<file path="src/rtl/regfile_writer_pkg.sv">
// Shared defines for the write-back serialiser: widths, register-file geometry, state encoding.
`default_nettype none

package regfile_writer_pkg;

  localparam int BYTE_W = 8;
  localparam int WORD_W = 32;
  localparam int ID_W   = BYTE_W;

  localparam int              REGNUM_DEF = 8;
  localparam logic [ID_W-1:0] NOREG_DEF  = 8'h0F;

  typedef enum logic [1:0] {
    ST_IDLE = 2'd0,
    ST_WR_E = 2'd1,
    ST_WR_M = 2'd2
  } state_t;

  function automatic logic id_in_range(input logic [ID_W-1:0] id, input int regnum);
    return ({{(32-ID_W){1'b0}}, id} < 32'(regnum));
  endfunction

endpackage

`default_nettype wire

</file>
<file path="src/rtl/regfile_writer.sv">
// +----------------------------------------------------------------------------+
// | regfile_writer: turns an (E, M) write-back pair into single-port writes.   |
// | Revision: 1.0                                                              |
// +----------------------------------------------------------------------------+
`default_nettype none

module regfile_writer
  import regfile_writer_pkg::*;
#(
  parameter int              REGNUM = REGNUM_DEF,
  parameter logic [ID_W-1:0] NOREG  = NOREG_DEF
) (
  input  logic              clk,
  input  logic              rst,
  input  logic              wb_valid,
  output logic              wb_ready,
  input  logic [ID_W-1:0]   dstE,
  input  logic [WORD_W-1:0] valE,
  input  logic [ID_W-1:0]   dstM,
  input  logic [WORD_W-1:0] valM,
  output logic              wr_en,
  output logic [ID_W-1:0]   wr_addr,
  output logic [WORD_W-1:0] wr_data,
  output logic              busy,
  output logic              err
);

  state_t            r_state;
  state_t            w_next;
  state_t            w_accept_tgt;
  logic [ID_W-1:0]   r_dst_e;
  logic [ID_W-1:0]   r_dst_m;
  logic [WORD_W-1:0] r_val_e;
  logic [WORD_W-1:0] r_val_m;
  logic              r_need_m;
  logic              r_bad;
  logic              r_err;

  logic w_ready;
  logic w_accept;
  logic w_need_e_in;
  logic w_need_m_in;
  logic w_bad_in;

  // When both IDs name the same register only the memory result is kept.
  assign w_need_m_in = (dstM != NOREG) && id_in_range(dstM, REGNUM);
  assign w_need_e_in = (dstE != NOREG) && id_in_range(dstE, REGNUM) && (dstE != dstM);
  assign w_bad_in    = ((dstE != NOREG) && !id_in_range(dstE, REGNUM)) ||
                       ((dstM != NOREG) && !id_in_range(dstM, REGNUM));

  assign w_accept     = wb_valid && w_ready;
  assign w_accept_tgt = w_need_e_in ? ST_WR_E : (w_need_m_in ? ST_WR_M : ST_IDLE);

  always_comb begin
    w_ready = 1'b0;
    w_next  = ST_IDLE;
    wr_en   = 1'b0;
    wr_addr = NOREG;
    wr_data = '0;
    case (r_state)
      ST_IDLE: begin
        w_ready = 1'b1;
        w_next  = w_accept ? w_accept_tgt : ST_IDLE;
      end
      ST_WR_E: begin
        w_ready = !r_need_m;
        wr_en   = 1'b1;
        wr_addr = r_dst_e;
        wr_data = r_val_e;
        if (r_need_m) w_next = ST_WR_M;
        else          w_next = w_accept ? w_accept_tgt : ST_IDLE;
      end
      ST_WR_M: begin
        w_ready = 1'b1;
        wr_en   = 1'b1;
        wr_addr = r_dst_m;
        wr_data = r_val_m;
        w_next  = w_accept ? w_accept_tgt : ST_IDLE;
      end
      default: begin
        w_ready = 1'b0;
        w_next  = ST_IDLE;
      end
    endcase
  end

  always_ff @(posedge clk) begin
    if (rst) begin
      r_state  <= ST_IDLE;
      r_dst_e  <= NOREG;
      r_dst_m  <= NOREG;
      r_val_e  <= '0;
      r_val_m  <= '0;
      r_need_m <= 1'b0;
      r_bad    <= 1'b0;
      r_err    <= 1'b0;
    end else begin
      r_state <= w_next;
      // The range violation is latched at accept and folded into err one edge later.
      r_bad   <= w_accept && w_bad_in;
      r_err   <= r_err | r_bad;
      if (w_accept) begin
        r_dst_e  <= dstE;
        r_dst_m  <= dstM;
        r_val_e  <= valE;
        r_val_m  <= valM;
        r_need_m <= w_need_m_in;
      end
    end
  end

  assign wb_ready = w_ready;
  assign busy     = (r_state != ST_IDLE);
  assign err      = r_err;

endmodule

`default_nettype wire

</file>
<file path="config.mk">
export PLATFORM = sky130hd
export DESIGN_NAME = regfile_writer
export DESIGN_NICKNAME = d
export VERILOG_FILES = /design/src/rtl/regfile_writer_pkg.sv /design/src/rtl/regfile_writer.sv
export SDC_FILE = /design/constraint.sdc
export NUM_CORES = 1
export LEC_CHECK = 0
export BUFFER_PORTS_ARGS = -buffer_cell sky130_fd_sc_hd__buf_2
export CAP_MARGIN = 20
export CORE_UTILIZATION = 35
export CTS_CLUSTER_DIAMETER = 30
export CTS_CLUSTER_SIZE = 24
export DETAILED_ROUTE_END_ITERATION = 16
export GPL_ROUTABILITY_DRIVEN = 0
export GPL_TIMING_DRIVEN = 0
export MAX_ROUTING_LAYER = met4
export PLACE_DENSITY = 0.6
export SYNTH_ARGS = -nofsm -noshare
export SYNTH_HDL_FRONTEND = slang
export SYNTH_SLANG_ARGS = --single-unit
export TNS_END_PERCENT = 100
</file>
<file path="constraint.sdc">
create_clock -name clk -period 1.58 [get_ports clk]
set_input_delay 0.316 -clock clk [delete_from_list [all_inputs] [get_ports clk]]
set_output_delay 0.316 -clock clk [all_outputs]
set_load 0.005 [all_outputs]
</file>
==> Yosys cells after proc, flatten, opt, wreduce, memory -nomap -nowiden <==
Index checks and enable logic that the tools add are counted.
{ "word_totals": {"word_cells": 40, "latch_bits": 0, "mem_bits_ro": 0, "inputBits": 83, "n_memories": 0, "out_inout_bits": 44, "register_bits": 85, "ramBits": 0} }
{ "op_classes": {"muxes": 9, "n_mul": 0, "n_shift": 0, "eq_ne": 5, "reduce_logical": 15, "add_sub_neg": 0, "div": 0, "n_bitwise": 1, "order_cmp": 2} }
{ "ops": {"columns": ["cell", "count"], "rows": [
  ["$pmux W32 S2", 1],
  ["$lt A8 B4 Y1 const B", 2],
  ["$ne A8 B4 Y1 const B", 2],
  ["$pmux W8 S2", 1],
  ["$mux W2", 4],
  ["$ne A8 B8 Y1", 1],
  ["$logic_and A1 B1 Y1", 7],
  ["$pmux W2 S2", 1],
  ["$reduce_or A2 Y1", 2],
  ["$logic_not A1 Y1", 3],
  ["$eq A2 B1 Y1 const B", 1],
  ["$eq A2 B2 Y1 const B", 1],
  ["$logic_not A2 Y1", 1],
  ["$pmux W1 S2", 1],
  ["$reduce_bool A2 Y1", 1],
  ["$logic_or A1 B1 Y1", 1],
  ["$mux W1", 1],
  ["$or A1 B1 Y1", 1]
]} }

==> Depth between registers and ports, before layout <==
{ "depth": {"ltp_word": 7, "depth_mapped": 9, "mapped_depth_nobuf": 6} }

==> Worst setup path after synthesis <==
OpenSTA, ideal clock, no wires.
{ "synth_timing": {"path_kind": "flip-flop to flip-flop", "start": "register r_state[0]", "end": "register r_val_e[0]", "arrival_time_ns": 1.476, "path_stages_with_launch": 10, "setup_ns": 0.070, "synth_period_minus_slack_ns": 1.546, "setup_slack_ns": 0.034, "path_buffers": 3, "path_cell_list": "dfxtp_1 inv_1 ha_1 clkbuf_1 nor2_1 a21bo_2 buf_4 buf_2 nand2_1 a21oi_1"} }
{ "synth_between": {"elab_chain_len": 4, "elab_cells_between_ends": 6, "classes_between": "2 x eq/ne; 1 x mux; 3 x reduce/logical"} }
{ "synth_rtl": {"columns": ["element", "line", "source"], "rows": [
  ["start, declared", "regfile_writer.sv:28", "state_t r_state;"],
  ["start signal, assigned", "regfile_writer.sv:98", "r_state <= w_next;"],
  ["$eq A2 B2 Y1 / $logic_not A2 Y1 (equally long branches)", "regfile_writer.sv:60", "case (r_state)"],
  ["$reduce_or A2 Y1 (no line)", null, null],
  ["$pmux W1 S2 *", "regfile_writer.sv:60", null],
  ["$logic_and A1 B1 Y1 *", "regfile_writer.sv:51", "assign w_accept = wb_valid && w_ready;"],
  ["end signal, assigned", "regfile_writer.sv:105", "r_val_e <= valE;"],
  ["end, declared", "regfile_writer.sv:33", "logic [WORD_W-1:0] r_val_e;"]
]} }
Every way passes the cells marked *; elsewhere a longest branch is shown, timed or not.
A chain may end at the register's enable or synchronous reset.

==> Worst setup path after layout <==
{ "layout_timing": {"start": "register r_state[1]", "end": "output port wr_data[21]"} }
{ "layout_between": {"elab_chain_len": 2, "elab_cells_between_ends": 3, "classes_between": "2 x eq/ne; 1 x mux"} }
{ "layout_rtl": {"columns": ["element", "line", "source"], "rows": [
  ["$eq A2 B2 Y1 / $eq A2 B1 Y1 (equally long branches)", "regfile_writer.sv:60", null],
  ["$pmux W32 S2 *", "regfile_writer.sv:60", null],
  ["end, declared", "regfile_writer.sv:23", "output logic [WORD_W-1:0] wr_data,"]
]} }
Marks and branches as above.

==> results.py <==
metrics = {
    "clock_tree": {
        "cts_tree": "done",
        "ctsRootBufferMaster": "clkbuf_8",
        "cts_hold_buf": 0,
        "path_clk_slew_ns": 0.10,
        "cts_buffers": 9,
        "htree_levels": 3,
        "clock_latency_ns": 0.35,
        "clock_sinks": 85,
        "clk_path_buf_depth": 2,
    },
    "worst_setup_path": {
        "cp-start-kind": "flop",
        "endpoint_kind": "output port",
        "crit_slowest_cell": "dfxtp_2",
        "crit_fanout": 5,
        "max_stage_delay_ns": 0.38,
        "path_cells": "inv_4 -> ha_4 -> buf_6 -> clkbuf_16 -> a22oi_2 -> nor2b_1 -> buf_2",
        "worstPathArrival_ns": 1.63,
        "path_class": "flop to output port",
        "worst_ep_required_time_ns": 1.26,
    },
    "synth": {
        "ys_seq_elements": 85,
        "synth_area_per_cell_um2": 7.645,
        "synth_top_family_by_area": "simple AND/OR/NAND/NOR gates",
        "synth_compound_area_share_pct": 19.50,
        "synth_top_area_cell": "dfxtp_1",
        "syn-cell-area_um2": 3754,
        "syn_nets": 578,
        "netlist_top_cells_area": "dfxtp_1 (45%), nand2_1 (17%), a21oi_1 (10%), a22oi_1 (8.2%), nor2b_1 (6.2%)",
        "synth.top_cell.area_share_pct": 45.33,
        "synth_adder_area_share_pct": 1.333,
        "netlist_instances": 491,
        "synth_xor_area_share_pct": 1.867,
        "synth_cell_type_count": 26,
        "synthMuxAreaShare_pct": 0,
        "ys_warn_count": 0,
        "yosys.area_share.simple_pct": 26.90,
        "ys_seq_area_share_pct": 45.33,
    },
    "placed_design": {
        "post-place-ws_ns": -0.4350,
        "hpwlAfterDp_um": 8177,
        "dp_cells": 753,
        "port_buffers": 126,
    },
    "finish": {
        "area_growth_pct": 49.53,
        "drive_above_1_share_pct": 38.12,
        "fin_cells": 784,
        "fin_nets": 730,
        "antennaDiodeCount": 0,
    },
    "timing": {
        "tightest_slew_ns": 0.5925,
        "fin_crit_sh_pct": 123.4,
        "skew_ns": 0.01462,
        "rsz0062_at_grt": "yes",
        "finalHoldViolCount": 0,
        "setup_slack_ns": -0.3702,
        "min_period_ns": 1.950,
        "fmax_mhz": 512.8,
        "maxSlewViolCount": 0,
        "setup_violations": 125,
        "relSlewSlack_pct": 60.50,
    },
    "power_and_ir_drop": {
        "switching_share_pct": 26.67,
        "p_clk_share_pct": 35.5,
        "power_frac_seq_pct": 51.5,
        "pwr-share-comb_pct": 13.0,
        "p_int_mw": 3.337,
        "ir_drop_uv": 558.0,
        "pwr_density_cell_nw_per_um2": 810.7,
        "leakage_nw": 2.262,
        "p_sw_mw": 1.214,
    },
    "drt": {
        "first_pass_iters": 5,
        "finalWirelength_um": 12390,
        "viasPerCell": 5.024,
        "vias": 3939,
        "drt_iter0_markers": 225,
        "drt-wirelength-per-cell_um": 15.80,
        "post-route-drc-count": 0,
        "ant_nets": 0,
    },
    "floorplan": {
        "fp.coreArea_um2": 10370,
        "num_rows": 37,
        "die_h_um": 105.6,
        "die_x_um": 105.6,
        "initial_core_util_pct": 36.20,
        "io_pins": 127,
        "dieArea_um2": 11140,
    },
    "job": {
        "cap_violations": 0,
    },
    "run_status": {
        "violations": "setup timing",
        "outcome": "finished with violations",
    },
    "global_route": {
        "grtUsageMet3_pct": 4.143,
        "grt_pass1_wl_um": 19310,
        "use_met1_pct": 29.13,
        "busiest_layer": "met2",
        "grt-ovfl-total": 0,
        "met2_usage_pct": 39.24,
        "grt_pass1_vias": 3875,
        "antenna_found_initial": 0,
        "grt_max_degree": 16,
        "grt_usage_pct": 23.00,
    },
    "worst_hold_path": {
        "hold_class": "primary input to flop",
    },
}
==> power groups by stage <==
stage | Clock (mW) | Combinational [mW] | Sequential [mW]
6_report | 1.62 | 0.591 | 2.34
5_1_grt | 1.72 | 0.649 | 2.36
4_1_cts | 1.63 | 0.571 | 2.34
3_5_place_dp | 0 | 0.470 | 2.37
3_3_place_gp | 0 | 0.462 | 2.37
2_1_floorplan | 0 | 0.263 | 2.36
==> stage by stage <==
stage,hold WS [ns],power [mW],area (um^2),utilization [%],setup TNS [ns]
5_1_grt,0.1846,4.723,5613,54.13,-35.89
3_5_place_dp,0.4274,2.843,4554,43.92,-33.34
2_1_floorplan,0.4161,2.621,3754,-,0
4_1_cts,0.1837,4.541,5535,53.38,-23.40
3_3_place_gp,0.4241,2.831,4554,43.92,-27.64
6_report,0.1926,4.550,5613,54.13,-27.66
==> sequential cells by signal, summed over array words and instances, names as in the netlist <==
| register | cells |
|---|---|
| r_state | 2 |
| r_need_m | 1 |
| r_val_e | 32 |
| err | 1 |
| r_dst_m | 8 |
| r_dst_e | 8 |
| r_bad | 1 |
| r_val_m | 32 |
==> critical path, delay by kind of cell, from the launching register on <==
family	cells	cell delay (ns)
AO/OA/AOI/OAI	1	0.18
flip-flops	1	0.38
AND/OR/NAND/NOR	1	0.06
adder cells (fa/ha/maj)	1	0.17
buffers and inverters	4	0.49
==> Yosys cell counts (all sizes together) <==
| master | instances |
|---|---|
| nor3 | 4 |
| a211oi | 1 |
| clkbuf | 23 |
| nand3 | 2 |
| ha | 4 |
| inv | 3 |
| or4 | 2 |
| a211o | 1 |
| nand2b | 1 |
| a21boi | 1 |
| nand2 | 166 |
| a22oi | 41 |
| xnor2 | 8 |
| nand4 | 2 |
| o21ai | 2 |
| nand3b | 8 |
| nor2 | 5 |
| dfxtp | 85 |
| and3b | 1 |
| a21bo | 1 |
| a21oi | 75 |
| buf | 18 |
| nor2b | 37 |
==> cell type report <==
type                            instances  area, um^2
Multi-Input combinational cell        362        2148
Timing Repair Buffer                  142       858.3
Buffer                                 40       506.7
Clock buffer                           10       137.6
Fill cell                            1028        4757
Tap cell                              136       170.2
Clock inverter                          6       71.32
Sequential cell                        85        1707
Inverter                                3       13.76
==> cells by family (layout without fill, tap and decap cells) <==
logic type                 Yosys count  after routing
AOI/OAI and AO/OA                  122            122
xor gates and xnor gates             8              8
adders and majority gates            4              4
buffers and inverters               44            201
DFF                                 85             85
and+or+nand+nor                    228            228
==> timing repair <==
action,in CTS,in global routing
resized for setup,153,16
setup endpoints to repair,126,126
cloned,9,1
buffers inserted,6,0
pin swaps,27,5
==> per-layer routing <==
| layer | part of all wire [%] | up-vias |
|---|---|---|
| met4 | 0.71 | 0 |
| met5 | 0 | - |
| met2 | 49 | 139 |
| li1 | - | 1937 |
| met1 | 45 | 1854 |
| met3 | 5.9 | 9 |
==> cell usage in the layout, fill, tap and decap left out, types with 2 or more instances in the layout <==
cell        count
a22oi_1         3
dfxtp_1        83
clkinv_4        2
ha_4            3
a22oi_2        38
buf_6          11
clkbuf_1        9
buf_12          2
a21oi_2         2
clkinvlp_4      2
buf_4           6
nor2_1          4
xnor2_1         8
nand4_1         2
buf_2         126
clkbuf_16       7
nor2b_1        34
nand3b_1        8
buf_8          14
clkbuf_8       15
a21oi_1        73
nand3_1         2
nor2b_2         3
nand2_1       166
nor3_1          2
==> path summary, 6_finish.rpt <==
check | startpoint | to | slack [ns] | cells past startpoint
setup / recovery | r_state[1]$_SDFF_PP0_ | wr_data[21] | -0.37 | 7
hold / removal | valM[1] | r_val_m[1]$_SDFFE_PP0P_ | 0.19 | 3
setup reg to reg | r_state[1]$_SDFF_PP0_ | r_val_m[18]$_SDFFE_PP0P_ | -0.25 | 11
hold reg to reg | r_bad$_SDFF_PP0_ | err$_SDFF_PP0_ | 0.45 | 2
No activity file was read; power rests on OpenSTA's default activity.
